`src/rtl/riscv_pkg.sv`:
```
// Shared RV32I pipeline constants: datapath width, writeback source encodings
// and load funct3 encodings.
package riscv_pkg;

    localparam int XLEN = 32;

    localparam logic [1:0] WB_SEL_ALU = 2'b00;
    localparam logic [1:0] WB_SEL_MEM = 2'b01;
    localparam logic [1:0] WB_SEL_PC4 = 2'b10;

    localparam logic [2:0] F3_LB  = 3'b000;
    localparam logic [2:0] F3_LH  = 3'b001;
    localparam logic [2:0] F3_LW  = 3'b010;
    localparam logic [2:0] F3_LBU = 3'b100;
    localparam logic [2:0] F3_LHU = 3'b101;

endpackage

```
`src/rtl/load_extend.sv`:
```
// Combinational load aligner: picks the addressed byte/halfword out of the raw
// memory word and sign- or zero-extends it according to funct3.
module load_extend
    import riscv_pkg::*;
(
    input  logic [XLEN-1:0] word_i,
    input  logic [1:0]      off_i,
    input  logic [2:0]      funct3_i,
    output logic [XLEN-1:0] data_o
);

    logic [7:0]  byte_v;
    logic [15:0] half_v;

    always_comb begin
        case (off_i)
            2'd0:    byte_v = word_i[7:0];
            2'd1:    byte_v = word_i[15:8];
            2'd2:    byte_v = word_i[23:16];
            default: byte_v = word_i[31:24];
        endcase
        // Misaligned halfwords fall back to the containing halfword.
        half_v = off_i[1] ? word_i[31:16] : word_i[15:0];
    end

    always_comb begin
        case (funct3_i)
            F3_LB:   data_o = {{(XLEN-8){byte_v[7]}}, byte_v};
            F3_LBU:  data_o = {{(XLEN-8){1'b0}}, byte_v};
            F3_LH:   data_o = {{(XLEN-16){half_v[15]}}, half_v};
            F3_LHU:  data_o = {{(XLEN-16){1'b0}}, half_v};
            F3_LW:   data_o = word_i;
            default: data_o = word_i;
        endcase
    end

endmodule

```
`src/rtl/mem_wb_stage.sv`:
```
// MEM/WB pipeline register with load extension, writeback select, register
// file write port and a retired-instruction counter.
module mem_wb_stage
    import riscv_pkg::*;
#(
    parameter int DATA_W    = 32,
    parameter int INSTRET_W = 64
) (
    input  logic                 clk,
    input  logic                 reset,
    input  logic                 stall,
    input  logic                 flush,
    input  logic                 mem_valid,
    input  logic                 mem_regwrite,
    input  logic [4:0]           mem_rd,
    input  logic [1:0]           mem_wb_sel,
    input  logic [2:0]           mem_funct3,
    input  logic [DATA_W-1:0]    mem_alu_result,
    input  logic [DATA_W-1:0]    mem_read_data,
    input  logic [DATA_W-1:0]    mem_pc_plus4,
    output logic                 wb_valid,
    output logic                 regwrite,
    output logic [4:0]           rd,
    output logic [DATA_W-1:0]    write_data,
    output logic [INSTRET_W-1:0] instret
);

    logic                 valid_q, valid_d;
    logic                 regwrite_q, regwrite_d;
    logic [4:0]           rd_q, rd_d;
    logic [DATA_W-1:0]    wdata_q, wdata_d;
    logic [INSTRET_W-1:0] instret_q, instret_d;
    logic [DATA_W-1:0]    load_data;
    logic [DATA_W-1:0]    wb_data;
    logic                 retire;

    load_extend u_load_extend (
        .word_i   (mem_read_data),
        .off_i    (mem_alu_result[1:0]),
        .funct3_i (mem_funct3),
        .data_o   (load_data)
    );

    // Reserved select 11 behaves like the ALU path.
    always_comb begin
        case (mem_wb_sel)
            WB_SEL_ALU: wb_data = mem_alu_result;
            WB_SEL_MEM: wb_data = load_data;
            WB_SEL_PC4: wb_data = mem_pc_plus4;
            default:    wb_data = mem_alu_result;
        endcase
    end

    always_comb begin
        valid_d    = valid_q;
        regwrite_d = regwrite_q;
        rd_d       = rd_q;
        wdata_d    = wdata_q;
        if (flush) begin
            valid_d    = 1'b0;
            regwrite_d = 1'b0;
            rd_d       = '0;
            wdata_d    = '0;
        end else if (!stall) begin
            valid_d    = mem_valid;
            regwrite_d = mem_valid & mem_regwrite & (mem_rd != 5'd0);
            rd_d       = mem_rd;
            wdata_d    = wb_data;
        end
    end

    // A flush pushes the WB instruction out even when the pipe is stalled.
    assign retire    = valid_q & (~stall | flush);
    assign instret_d = instret_q + INSTRET_W'(retire);

    always_ff @(posedge clk or posedge reset) begin
        if (reset) begin
            valid_q    <= 1'b0;
            regwrite_q <= 1'b0;
            rd_q       <= '0;
            wdata_q    <= '0;
            instret_q  <= '0;
        end else begin
            valid_q    <= valid_d;
            regwrite_q <= regwrite_d;
            rd_q       <= rd_d;
            wdata_q    <= wdata_d;
            instret_q  <= instret_d;
        end
    end

    assign wb_valid   = valid_q;
    assign regwrite   = regwrite_q;
    assign rd         = rd_q;
    assign write_data = wdata_q;
    assign instret    = instret_q;

endmodule
```
`config.mk`:
```
export PLATFORM = sky130hd
export DESIGN_NAME = mem_wb_stage
export DESIGN_NICKNAME = d
export VERILOG_FILES = /design/src/rtl/riscv_pkg.sv /design/src/rtl/load_extend.sv /design/src/rtl/mem_wb_stage.sv
export SDC_FILE = /design/constraint.sdc
export NUM_CORES = 1
export LEC_CHECK = 0
export CAP_MARGIN = 10
export CORE_ASPECT_RATIO = 0.7
export CORE_MARGIN = 4
export CORE_UTILIZATION = 48
export CTS_CLUSTER_DIAMETER = 150
export DETAILED_ROUTE_END_ITERATION = 16
export GPL_ROUTABILITY_DRIVEN = 0
export PLACE_DENSITY = 0.87
export REMOVE_ABC_BUFFERS = 1
export SKIP_CTS_REPAIR_TIMING = 1
export SLEW_MARGIN = 10
export SYNTH_ARGS = -nofsm -noshare
export SYNTH_HDL_FRONTEND = slang
export SYNTH_SLANG_ARGS = --single-unit
```
`constraint.sdc`:
```
create_clock -name clk -period 11.5 [get_ports clk]
set_input_delay 3.45 -clock clk [delete_from_list [all_inputs] [get_ports clk]]
set_output_delay 3.45 -clock clk [all_outputs]
set_load 0.01 [all_outputs]
```
# == Word-level counts from Yosys, hierarchy flattened ==
# Index checks and enable logic that the tools add are counted.
# word_totals
output_inout_bits,103
ramBits,0
inputBits,112
wordCells,34
n_memories,0
register_bits,103
romBits,0
latch_bits,0
# op_classes
eq_ne,8
n_shift,0
muxes,12
order_cmp,0
n_mul,0
bitwise,5
div_mod_pow,0
n_addsub,1
reduce_logical,3
# ops
operator,count
case mux 32 bit (4 select lines),1
adder 64 x 1 -> 64 bit,1
2-to-1 mux 32 bit,2
case mux 32 bit (2 select lines),1
case mux 8 bit (3 select lines),1
2-to-1 mux 16 bit,1
2-to-1 mux 5 bit,2
"== test 3 bit, second input constant",2
nonzero test 5 bit,1
"== test 2 x 1 -> 1 bit, second input constant",2
"== test 2 bit, second input constant",2
2-to-1 mux 1 bit,4
AND 1 bit,3
"== test 3 x 1 -> 1 bit, second input constant",1
zero test 3 bit,1
zero test 2 bit,1
"inequality test 2 x 1 -> 1 bit, second input constant",1
NOT 1 bit,1
OR 1 bit,1

# == Longest topological paths before layout ==
# logic_depth
word_depth,6
mapped_depth,11
mapped_depth_nobuf,10

# == By module ==
# A second synthesis with hierarchy kept.
# hier_totals
cells_unflattened,652
area_unflattened_um2,6104.6
# by_module_without_submodules
module,area_per_inst_um2,n_inst,cells_per_inst,seq_area_each_um2
mem_wb_stage,5134.9,1,519,2577.5
load_extend,969.7,1,133,0.0

# == Worst setup path after synthesis ==
# OpenSTA, ideal clock, no wires.
# synth_timing
kind,input -> register
from,input flush
to,register instret_q[56] (netlist: instret[56])
arrival_ns,5.628
path_slack_ns,5.793
setup_ns,0.079
stages,11
required_time_ns,11.421
cell_sequence,clkbuf_1 > clkinv_1 > nand2_1 > and2_1 > ha_1 > ha_1 > nand3_1 > nor2_1 > nand3_2 > nor4_1 > xor2_1
# synth_via
elab_chain_len,3
# synth_rtl
item,line,source
start: declaration,mem_wb_stage.sv:12,"input logic flush,"
OR 1 bit,mem_wb_stage.sv:73,assign retire = valid_q & (~stall | flush);
AND 1 bit,mem_wb_stage.sv:73,
adder 64 x 1 -> 64 bit,mem_wb_stage.sv:74,assign instret_d = instret_q + INSTRET_W'(retire);
named net instret_d[56],mem_wb_stage.sv:32,"logic [INSTRET_W-1:0] instret_q, instret_d;"
end signal: assignment,mem_wb_stage.sv:88,instret_q <= instret_d;
end: declaration,mem_wb_stage.sv:32,
# The timed path passes the listed nets, and every way through them passes these cells.
# A chain may end at the register's enable or synchronous reset.

# == Worst setup path in the final report ==
# layout_timing
from,input flush
to,register instret_q[60] (netlist: instret[60])
# Same word-level chain as after synthesis.

==> run metrics <==
Post-DRT Antenna Nets=0; Post-Synth XOR/XNOR Area=9.79%; CP Max Fanout=33; worst IR drop on VDD=0.0992 mV; count of cell types in the netlist=43; Clk pin slew, worst setup/hold paths=0.07 ns; final setup violation count=0; HPWL Detailed=14700 um; worst slew pin tran=1.21 ns; DR WL/cell=21.3 um; Row Count=32; IO Count=215; TritonRoute pass-1 iters=5; met1 Usage GRT=40.0%; max_slew headroom=19.1%; GR peak layer=met2; ys flop type=dfrtp_1; CORE AREA=11200 um^2; WP data required=11.76 ns; Total Power=0.000867 W; ranking of synthesized cells by area=dfrtp_1 46%, xor2_1 5.4%, xnor2_1 4.4%; flops & latches, synth=103; Initial Utilization=49.7%; syn_area_per_cell=9.75 um^2; non-filler cells in the finished layout=930; Post-synth EDFFs=0; largest area contributor in the netlist=dfrtp_1; Synth Area in Simple Gates=17.3%; First DRT Iteration DRCs=591; final hold vios=0; sequential area share after synthesis=46.5%; max cap viols=0; DIE AREA=13400 um^2; period utilisation layout=59.0%; minimum clock period=6.78 ns; critical path endpoint category=register; TritonCTS clock tree=yes; worst slack at placement=4.46 ns; commonest non-fill, non-tap cell in the layout=clkdlybuf4s50_1; number of H-tree levels=3; final WL=19800 um; die height=97.9 um; WS Path Type=primary input to register; layout cell share with drive strength beyond 1=5.02%; # clock sinks=103; Port Buffers=214; Adder-Cell Fraction of Synth Area=0.902%; most frequent cells in the layout=214 x clkdlybuf4s50_1, 103 x dfrtp_1, 38 x nor2_1, 36 x a21oi_1, 34 x xor2_1; initial antenna violation count=0; Layout Nets=888; HP Class=register to register; routed via count=5711; Synth top area share=46.5%; Max Slew Vio Count=0; asr flop ratio synth=100%; M2 GR Usage=43.6%; largest family of logic cells by synthesized area=compound AO/OA/AOI/OAI gates; RSZ-0062 raised after global routing=no; Crit path arrival time=7.04 ns; Setup Skew=0.0104 ns; mapped cell area=5550 um^2; Vias/cell=6.14; compound-cell area share of the yosys netlist=18.7%; f_max=0.147 GHz; Clk Latency, worst-skew pair=0.34 ns; GR Layer Usage met3=8.34%; die width=136 um; first-pass GRT wire length=30600 um; Max clock buf depth=2; Antenna diodes=0; setup ws final=4.72 ns; maximum number of pins on one net before global-route repair=68; CTS buffer count=9; final setup TNS=0 ns; P per Cell Area=107 nW/um^2; Fill cells=824; vias in the first global route=5656; Remaining DRCs=0; P_leak=3.46 nW; total gr overflow=0; mux cell area share after synthesis=3.29%; Synth Warn #=0; Post-Synthesis Cells=569; GRT Overall Usage=29.0%; Layout area overhead=46.1%; status=complete, no violations; clock root buffer=clkbuf_16; crit start category=primary input; DP Cell Count=914
worst max-delay path, cell delays in order:
cell and delay, ns:
clkdlybuf4s50_1 0.45, buf_4 0.36, clkinv_1 0.39, nand2_1 0.22
and2_1 0.15, ha_1 0.21, ha_1 0.21, nand3_1 0.20
nor2_1 0.47, nand3_2 0.30, nor4_1 0.41, xor2_1 0.20
flip-flops by register name (all words and copies together), names as in the netlist:
| register | cells |
|---|---|
| instret | 64 |
| rd | 5 |
| regwrite | 1 |
| write_data | 32 |
| wb_valid | 1 |
power by group:
group,leakage [nW],switching [W],internal [W]
clock network,0.143,0.000136,0.000154
registers,1.37,0.0000192,0.000380
logic,1.95,0.0000844,0.0000935
metrics by stage:
step	instance area [um^2]	hold WS, ns	util, %
after floorplan	5430	0.504	-
after global placement	7820	0.470	70.0
after detailed placement	7820	0.473	70.0
after CTS	8100	0.482	72.5
after global routing	8110	0.514	72.6
final	8110	0.480	72.6
cell families (layout without fill, tap and decap cells):
family          count (synthesis)  after routing
simple gates                  179            179
compound gates                155            155
flops                         103            103
xor+xnor                       62             62
buf+inv                        49            257
mux                            17             17
fa+ha+maj                       4              4
cells in the mapped netlist (11+ instances only):
master,count
mux2i_1,16
nand3_1,23
dfrtp_1,103
xnor2_1,28
a221o_1,16
a21o_1,15
o221ai_1,22
a21oi_1,36
nor3_1,17
o22ai_1,23
nand2_1,31
nor2_1,38
nand4_1,21
xor2_1,34
nor4_1,13
clkbuf_1,24
nor2b_1,11
o21ai_0,33
inv_1,16
worst paths after layout:
path | depth (start not counted) | endpoint | slack [ns] | startpoint
worst max-delay path | 12 | instret[60] | 4.72 | flush
worst min-delay path | 1 | instret[63] | 0.48 | instret[63]
worst max register to register | 8 | instret[60] | 8.89 | wb_valid
worst min register to register | 1 | instret[63] | 0.48 | instret[63]
max in group asynchronous | 3 | write_data[17] | 6.76 | reset
min in group asynchronous | 2 | instret[15] | 3.49 | reset
area by class of cell:
type / count / area [um^2] / area share, %
clock buffer: 10 / 239 / 2.95
multi-input combinational: 417 / 2780 / 34.3
clock inverter: 6 / 41.3 / 0.509
tap: 153 / 191 / 2.36
inverter: 19 / 73.8 / 0.911
timing repair buffer: 222 / 2200 / 27.2
sequential: 103 / 2580 / 31.8
per-layer routing:
layer	vias to the layer above	wire length (um)
met4	0	818
met2	356	8940
met3	79	1840
li1	2518	-
met1	2758	8190
met5	-	0
Note: power is estimated with default switching activity, not from simulation.
